===== src/rtl/lsu_align_ctrl.sv =====
// Load/store alignment controller: byte-lane placement of store data, extension of load data,
// and optional two-cycle split of accesses that cross a 32-bit word boundary.
module lsu_align_ctrl #(
    parameter bit          MISALIGN_EN = 1'b1,
    parameter int unsigned AW          = 21
) (
    input  logic          clk,
    input  logic          rst,
    input  logic          req_valid,
    input  logic          req_we,
    input  logic [2:0]    funct3,
    input  logic [31:0]   req_addr,
    input  logic [31:0]   store_data,
    output logic [31:0]   load_data,
    output logic          load_valid,
    output logic          stall,
    output logic          misalign_err,
    output logic          mem_cs,
    output logic          mem_wr,
    output logic [3:0]    mem_mask,
    output logic [AW-1:0] mem_addr,
    output logic [31:0]   mem_wdata,
    input  logic [31:0]   mem_rdata
);

    typedef enum logic {IDLE = 1'b0, SECOND = 1'b1} state_t;

    state_t        state;
    state_t        state_next;
    logic [31:0]   low_q;
    logic [1:0]    off;
    logic [4:0]    sh_lo;
    logic [5:0]    sh_hi;
    logic [3:0]    size;
    logic [3:0]    byte_en;
    logic [7:0]    lane_mask;
    logic [63:0]   lane_data;
    logic [AW-1:0] word;
    logic          illegal;
    logic          crossing;
    logic          split;
    logic          addr_unused;

    assign off         = req_addr[1:0];
    assign word        = req_addr[AW+1:2];
    assign sh_lo       = {off, 3'b000};
    assign sh_hi       = 6'd32 - {1'b0, sh_lo};
    assign addr_unused = ^req_addr[31:AW+2];

    // Access size in bytes and its unshifted byte-enable pattern
    always_comb begin
        size    = 4'd4;
        byte_en = 4'b1111;
        case (funct3[1:0])
            2'b00:   begin size = 4'd1; byte_en = 4'b0001; end
            2'b01:   begin size = 4'd2; byte_en = 4'b0011; end
            default: ;
        endcase
    end

    assign illegal  = req_we ? (funct3[2] | (funct3[1:0] == 2'b11))
                             : ((funct3[1:0] == 2'b11) | (funct3[2:1] == 2'b11));
    assign crossing = ({2'b00, off} + size) > 4'd4;

    // Lower half feeds the first word, upper half spills into the next word
    assign lane_mask = 8'({4'b0000, byte_en} << off);
    assign lane_data = {32'h0, store_data} << sh_lo;

    assign split = (state == IDLE) & req_valid & ~illegal & crossing & MISALIGN_EN;

    function automatic logic [31:0] extend(input logic [2:0] f, input logic [31:0] x);
        case (f)
            3'b000:  extend = {{24{x[7]}}, x[7:0]};
            3'b100:  extend = {24'h0, x[7:0]};
            3'b001:  extend = {{16{x[15]}}, x[15:0]};
            3'b101:  extend = {16'h0, x[15:0]};
            default: extend = x;
        endcase
    endfunction

    always_ff @(posedge clk or posedge rst) begin
        if (rst) state <= IDLE;
        else     state <= state_next;
    end

    always_ff @(posedge clk or posedge rst) begin
        if (rst)                  low_q <= 32'h0;
        else if (split & ~req_we) low_q <= mem_rdata >> sh_lo;
    end

    always_comb begin
        state_next = state;
        case (state)
            IDLE:    if (split) state_next = SECOND;
            SECOND:  state_next = IDLE;
            default: state_next = IDLE;
        endcase
    end

    // Memory controls and core handshake are combinational so they settle before the negedge write
    always_comb begin
        stall        = 1'b0;
        load_valid   = 1'b0;
        misalign_err = 1'b0;
        mem_cs       = 1'b1;
        mem_wr       = 1'b1;
        mem_mask     = 4'h0;
        mem_addr     = '0;
        mem_wdata    = 32'h0;
        load_data    = 32'h0;
        if (!rst) begin
            case (state)
                IDLE: begin
                    if (req_valid) begin
                        if (illegal || (crossing && !MISALIGN_EN)) begin
                            misalign_err = 1'b1;
                        end else begin
                            mem_cs    = 1'b0;
                            mem_wr    = ~req_we;
                            mem_addr  = word;
                            mem_mask  = req_we ? lane_mask[3:0] : 4'h0;
                            mem_wdata = lane_data[31:0];
                            if (crossing) begin
                                stall = 1'b1;
                            end else if (!req_we) begin
                                load_valid = 1'b1;
                                load_data  = extend(funct3, mem_rdata >> sh_lo);
                            end
                        end
                    end
                end
                SECOND: begin
                    mem_cs    = 1'b0;
                    mem_wr    = ~req_we;
                    mem_addr  = word + AW'(1);
                    mem_mask  = req_we ? lane_mask[7:4] : 4'h0;
                    mem_wdata = lane_data[63:32];
                    if (!req_we) begin
                        load_valid = 1'b1;
                        load_data  = extend(funct3, low_q | (mem_rdata << sh_hi));
                    end
                end
                default: ;
            endcase
        end
    end

endmodule


===== config.mk =====
export PLATFORM = sky130hd
export DESIGN_NAME = lsu_align_ctrl
export DESIGN_NICKNAME = d
export VERILOG_FILES = /design/src/rtl/lsu_align_ctrl.sv
export SDC_FILE = /design/constraint.sdc
export NUM_CORES = 1
export LEC_CHECK = 0
export ABC_CLOCK_PERIOD_IN_PS = 8400
export BUFFER_PORTS_ARGS = -buffer_cell sky130_fd_sc_hd__clkbuf_2
export CORE_AREA = 2 2 168 129
export DETAILED_ROUTE_END_ITERATION = 10
export DIE_AREA = 0 0 170 131
export GPL_TIMING_DRIVEN = 0
export PLACE_DENSITY_LB_ADDON = 0.05
export REMOVE_ABC_BUFFERS = 1
export SETUP_SLACK_MARGIN = 0.5
export SLEW_MARGIN = 20
export SYNTH_ARGS = -nofsm -noshare
export SYNTH_HDL_FRONTEND = slang
export SYNTH_SLANG_ARGS = --single-unit

===== constraint.sdc =====
create_clock -name clk -period 8.4 [get_ports clk]
set_input_delay 1.68 -clock clk [delete_from_list [all_inputs] [get_ports clk]]
set_output_delay 1.68 -clock clk [all_outputs]
set_load 0.05 [all_outputs]

==> flow_summary.html <==
<table>
<tr><th>Metric</th><th>Value</th></tr>
<tr><th colspan="2">STA</th></tr>
<tr><td>Clock Skew</td><td>0.00761 ns</td></tr>
<tr><td>Hold Vio Cnt, Final</td><td>0</td></tr>
<tr><td>Period utilization</td><td>89.9%</td></tr>
<tr><td>Transition time at the pin with the least slew margin</td><td>1.15 ns</td></tr>
<tr><td>Achievable Freq</td><td>132 MHz</td></tr>
<tr><td>Unrepaired setup endpoints after global routing</td><td>false</td></tr>
<tr><td>Worst slew slack as a fraction of its limit</td><td>23.4%</td></tr>
<tr><td>Worst slack on hold paths</td><td>between 0.5 and 0.6 ns</td></tr>
<tr><td>Endpoints failing setup</td><td>0</td></tr>
<tr><td>Tmin final</td><td>7.55 ns</td></tr>
<tr><td>Final Max Slew Viols</td><td>0</td></tr>
<tr><th colspan="2">CTS</th></tr>
<tr><td>CTS H-tree depth</td><td>2</td></tr>
<tr><td>Clock latency reported for the late side of the worst-skew pair</td><td>between 0.2 and 0.3 ns</td></tr>
<tr><td>Clock-pin slew on the worst setup and hold paths</td><td>0.06 ns</td></tr>
<tr><td>Number of buffers added by the clock tree synthesis step</td><td>5</td></tr>
<tr><td>TritonCTS clock tree</td><td>yes</td></tr>
<tr><td>Number of buffers inserted by post-CTS setup repair</td><td>0</td></tr>
<tr><td>Root buffer cell</td><td>sky130_fd_sc_hd__clkbuf_16</td></tr>
<tr><td>Number of gates given a new drive strength after cts</td><td>0</td></tr>
<tr><td>Clock buffer depth</td><td>2</td></tr>
<tr><td>Post-cts hold buffer count</td><td>0</td></tr>
<tr><td>Clock tree sinks</td><td>33</td></tr>
<tr><th colspan="2">Global routing</th></tr>
<tr><td>Wire length of the first global-routing pass</td><td>33,600 microns</td></tr>
<tr><td>Largest net degree at the start of global routing</td><td>between 40 and 50</td></tr>
<tr><td>M1 GR Usage</td><td>between 20% and 30%</td></tr>
<tr><td>Number of antenna violations at the first check in global routing</td><td>0</td></tr>
<tr><td>Total Routing Usage GR</td><td>19.8%</td></tr>
<tr><td>Met2 Use GR</td><td>31.2%</td></tr>
<tr><td>GR met3 Demand/Resource</td><td>3.70%</td></tr>
<tr><td>Routing layer with the top usage in global route</td><td>met2</td></tr>
<tr><td>Number of global-route vias before repair</td><td>5,582</td></tr>
<tr><td>Remaining Overflow, GRT</td><td>0</td></tr>
<tr><th colspan="2">Floorplan</th></tr>
<tr><td>Starting utilization of the core area</td><td>24.5%</td></tr>
<tr><td>Die Width</td><td>170 microns</td></tr>
<tr><td>Core region area</td><td>20,700 sq um</td></tr>
<tr><td>Area of the die</td><td>roughly 22,000 sq um</td></tr>
<tr><td>Die Y</td><td>131 microns</td></tr>
<tr><td>Number of core rows</td><td>46</td></tr>
<tr><td>IO Pins</td><td>slightly below 200</td></tr>
<tr><th colspan="2">Worst setup path</th></tr>
<tr><td>CP startpoint kind</td><td>input port</td></tr>
<tr><td>Kind of end point of the critical path</td><td>output port</td></tr>
<tr><td>Arrival time at the worst endpoint</td><td>5.87 ns</td></tr>
<tr><td>Cell depth of the worst flop-to-flop path</td><td>4</td></tr>
<tr><td>Critical-path maximum fanout</td><td>41</td></tr>
<tr><td>Delay of the slowest cell on the worst path</td><td>about 0.93 ns</td></tr>
<tr><td>Cell breakdown of the critical path</td><td>clkbuf_4 &gt; buf_12 &gt; inv_2 &gt; ha_1 &gt; or2_2 &gt; o21ai_0 &gt; a21oi_2 &gt; o32ai_1 &gt; clkbuf_2</td></tr>
<tr><td>Class of the most critical setup path</td><td>in -&gt; out</td></tr>
<tr><td>Crit path buffers/inverters</td><td>4</td></tr>
<tr><td>Data required time of the worst path</td><td>6.72 ns</td></tr>
<tr><td>Number of gates on the worst path with buffers counted</td><td>9</td></tr>
<tr><td>Worst-path cell with the longest stage delay</td><td>sky130_fd_sc_hd__a21oi_2</td></tr>
<tr><td>Crit path max-delay family</td><td>compound AO/OA/AOI/OAI gates</td></tr>
<tr><th colspan="2">Place</th></tr>
<tr><td>IO buf count</td><td>187</td></tr>
<tr><td>Instance count after placement with tap cells included</td><td>1,024</td></tr>
<tr><td>Final Wtd Congestion</td><td>0.802</td></tr>
<tr><td>Placement Cell Area</td><td>6280 sq um</td></tr>
<tr><td>Detailed placer's ending HPWL</td><td>16,100 microns</td></tr>
<tr><th colspan="2">Final layout</th></tr>
<tr><td>Multi-input combinational cell area</td><td>about 4000 sq um</td></tr>
<tr><td>Commonest non-fill, non-tap cell in the layout</td><td>sky130_fd_sc_hd__clkbuf_2</td></tr>
<tr><td>Sequential Area</td><td>827 sq um</td></tr>
<tr><td>Final cell area excluding filler cells</td><td>6430 sq um</td></tr>
<tr><td>Fillers</td><td>around 2,300</td></tr>
<tr><td>Number of standard cells in the final layout excluding fillers</td><td>1,031</td></tr>
<tr><td>Final Net Count</td><td>876</td></tr>
<tr><td>ANT cells</td><td>0</td></tr>
<tr><td>Layout cell share with drive strength beyond 1</td><td>between 30% and 40%</td></tr>
<tr><td>Leading cell types in the layout, fill and taps excluded</td><td>sky130_fd_sc_hd__clkbuf_2 (185), sky130_fd_sc_hd__nor2_1 (84), sky130_fd_sc_hd__mux2i_1 (63), sky130_fd_sc_hd__a21oi_1 (48), sky130_fd_sc_hd__dfrtp_1 (32)</td></tr>
<tr><td>Area overhead of the layout relative to synthesis</td><td>26.5%</td></tr>
<tr><th colspan="2">Run status</th></tr>
<tr><td>Status</td><td>finished, final reports clean</td></tr>
<tr><th colspan="2">Drt</th></tr>
<tr><td>Count of unresolved DRC violations after routing</td><td>0</td></tr>
<tr><td>First-iteration detailed-routing DRC count</td><td>461</td></tr>
<tr><td>Via count</td><td>slightly below 6,000</td></tr>
<tr><td>Per-cell routed wire length</td><td>22.3 microns</td></tr>
<tr><td>Via density per instance</td><td>about 5.6</td></tr>
<tr><td>Antenna Nets Post-Route</td><td>0</td></tr>
<tr><td>DR pass1 iterations</td><td>5</td></tr>
<tr><td>Total wire length after detailed routing</td><td>23,000 microns</td></tr>
<tr><th colspan="2">Power</th></tr>
<tr><td>Power Density</td><td>135 nW/um^2</td></tr>
<tr><td>Total leakage power</td><td>2.94 nW</td></tr>
<tr><td>Worst voltage drop across the vdd grid</td><td>0.0000714 V</td></tr>
<tr><th colspan="2">Worst hold path</th></tr>
<tr><td>Classification of the worst-slack hold path</td><td>reg -&gt; reg</td></tr>
<tr><td>Depth of the worst hold-timing path</td><td>1</td></tr>
<tr><th colspan="2">Yosys</th></tr>
<tr><td>Fraction of synthesis flops using an asynchronous set or reset pin</td><td>100%</td></tr>
<tr><td>Synthesized cell area</td><td>5080 sq um</td></tr>
<tr><td>Mean instance size in the synthesized netlist</td><td>8.20 sq um</td></tr>
<tr><td>Library cells used by synthesis</td><td>57</td></tr>
<tr><td>Leading register cell type out of synthesis</td><td>sky130_fd_sc_hd__dfrtp_1</td></tr>
<tr><td>Seq/Total Area, Yosys</td><td>about 16%</td></tr>
<tr><td>Number of warning messages in the yosys log</td><td>0</td></tr>
<tr><td>Count of flip-flops with a built-in enable after synthesis</td><td>0</td></tr>
<tr><td>Flops &amp; latches, synth</td><td>33</td></tr>
<tr><td>Post-synthesis cell count</td><td>620</td></tr>
<tr><th colspan="2">Run</th></tr>
<tr><td># Max-Cap Violations</td><td>0</td></tr>
</table>
==> Yosys cell counts (2+ instances only) <==
cell | instances | share of area, %
sky130_fd_sc_hd__a211oi_1 | 16 | 2.4
sky130_fd_sc_hd__mux2_2 | 14 | 3.1
sky130_fd_sc_hd__or2_2 | 8 | 0.99
sky130_fd_sc_hd__nand2b_1 | 2 | 0.25
sky130_fd_sc_hd__a21oi_2 | 2 | 0.34
sky130_fd_sc_hd__nand4_1 | 6 | 0.74
sky130_fd_sc_hd__and4_1 | 2 | 0.34
sky130_fd_sc_hd__buf_1 | 7 | 0.52
sky130_fd_sc_hd__o21ai_0 | 12 | 1.2
sky130_fd_sc_hd__and3_1 | 7 | 0.86
sky130_fd_sc_hd__xnor2_1 | 3 | 0.52
sky130_fd_sc_hd__o21bai_1 | 2 | 0.30
sky130_fd_sc_hd__clkbuf_1 | 24 | 1.8
sky130_fd_sc_hd__a32oi_1 | 9 | 1.6
sky130_fd_sc_hd__a31oi_1 | 8 | 0.99
sky130_fd_sc_hd__a22oi_1 | 10 | 1.5
sky130_fd_sc_hd__mux2_4 | 30 | 8.9
sky130_fd_sc_hd__buf_4 | 6 | 0.89
sky130_fd_sc_hd__nand2_1 | 16 | 1.2
sky130_fd_sc_hd__or3_1 | 6 | 0.74
sky130_fd_sc_hd__nor3_1 | 21 | 2.1
sky130_fd_sc_hd__o32ai_1 | 16 | 2.8
sky130_fd_sc_hd__dfrtp_1 | 33 | 16
sky130_fd_sc_hd__mux4_2 | 9 | 4.0
sky130_fd_sc_hd__clkinv_1 | 2 | 0.15
sky130_fd_sc_hd__o211ai_1 | 25 | 3.7
sky130_fd_sc_hd__mux2i_1 | 63 | 12
sky130_fd_sc_hd__nand3_1 | 15 | 1.5
sky130_fd_sc_hd__o2bb2ai_1 | 17 | 2.9
sky130_fd_sc_hd__nor4_1 | 2 | 0.25
sky130_fd_sc_hd__nor2b_1 | 4 | 0.49
sky130_fd_sc_hd__buf_6 | 5 | 1.1
sky130_fd_sc_hd__o22ai_1 | 8 | 0.99
sky130_fd_sc_hd__a2111oi_0 | 8 | 1.4
sky130_fd_sc_hd__ha_1 | 5 | 1.2
sky130_fd_sc_hd__o31ai_1 | 4 | 0.59
sky130_fd_sc_hd__buf_2 | 16 | 1.6
sky130_fd_sc_hd__a21o_1 | 9 | 1.3
sky130_fd_sc_hd__a21oi_1 | 49 | 4.8
sky130_fd_sc_hd__and2_1 | 9 | 1.1
sky130_fd_sc_hd__inv_1 | 9 | 0.66
sky130_fd_sc_hd__nor2_1 | 85 | 6.3
sky130_fd_sc_hd__inv_2 | 2 | 0.15
==> area by class of cell <==
cell class	instances	area share (%)
multi-input combinational	516	61.8
timing repair buffer	198	17.1
sequential	33	12.9
tap	264	5.14
clock buffer	6	2.16
inverter	13	0.798
clock inverter	1	0.117
==> logic make-up (layout without fill, tap and decap cells) <==
group,Yosys count,after routing,share of synthesized area (%)
compound gates,201,201,28.1
xor+xnor,4,4,0.690
fa+ha+maj,6,6,1.63
buf+inv,71,218,6.82
flops,33,33,16.3
mux,116,116,28.4
simple gates,189,189,18.2
==> layer usage <==
metal | routed length [microns] | part of all wire, %
met1 | 10800 | 47
met2 | 10300 | 45
met3 | 1460 | 6.4
met4 | 347 | 1.5
met5 | 0 | 0
==> registers in the layout, indices dropped and copies added (netlist names) <==
| register | count |
|---|---|
| state | 1 |
| low_q | 32 |
==> final timing paths <==
kind,from,to,slack (ns)
hold / removal,low_q[17]$_DFFE_PP0P_,low_q[17]$_DFFE_PP0P_,0.51
setup reg to reg,state$_DFF_PP0_,low_q[23]$_DFFE_PP0P_,5.59
max in group asynchronous,rst,state$_DFF_PP0_,5.76
hold reg to reg,low_q[17]$_DFFE_PP0P_,low_q[17]$_DFFE_PP0P_,0.51
min in group asynchronous,rst,low_q[3]$_DFFE_PP0P_,2.16
setup / recovery,req_addr[1],load_data[26],0.85
==> worst register-to-register path: stages (launching register included) <==
cell                       delay [ns]
sky130_fd_sc_hd__dfrtp_2         0.60
sky130_fd_sc_hd__buf_16          0.26
sky130_fd_sc_hd__nor4_4          0.74
sky130_fd_sc_hd__nand2b_4        0.58
sky130_fd_sc_hd__mux2_4          0.51
==> report_power, final <==
part           switching, mW  internal, mW
Combinational          0.257         0.178
Clock                 0.0794         0.117
Sequential            0.0307         0.206
Total                  0.367         0.501
==> metrics by stage <==
stage               utilization (%)  setup WS (ns)  total power [mW]  TNS (ns)
floorplan                         -           1.89             0.516         0
global placement               29.2         -0.788             0.655    -14.44
detailed placement             30.3          0.927             0.671         0
CTS                            31.0          0.918             0.871         0
global route                   31.0          0.729             0.918         0
finish                         31.0          0.845             0.868         0
(Power assumes the default switching activity.)
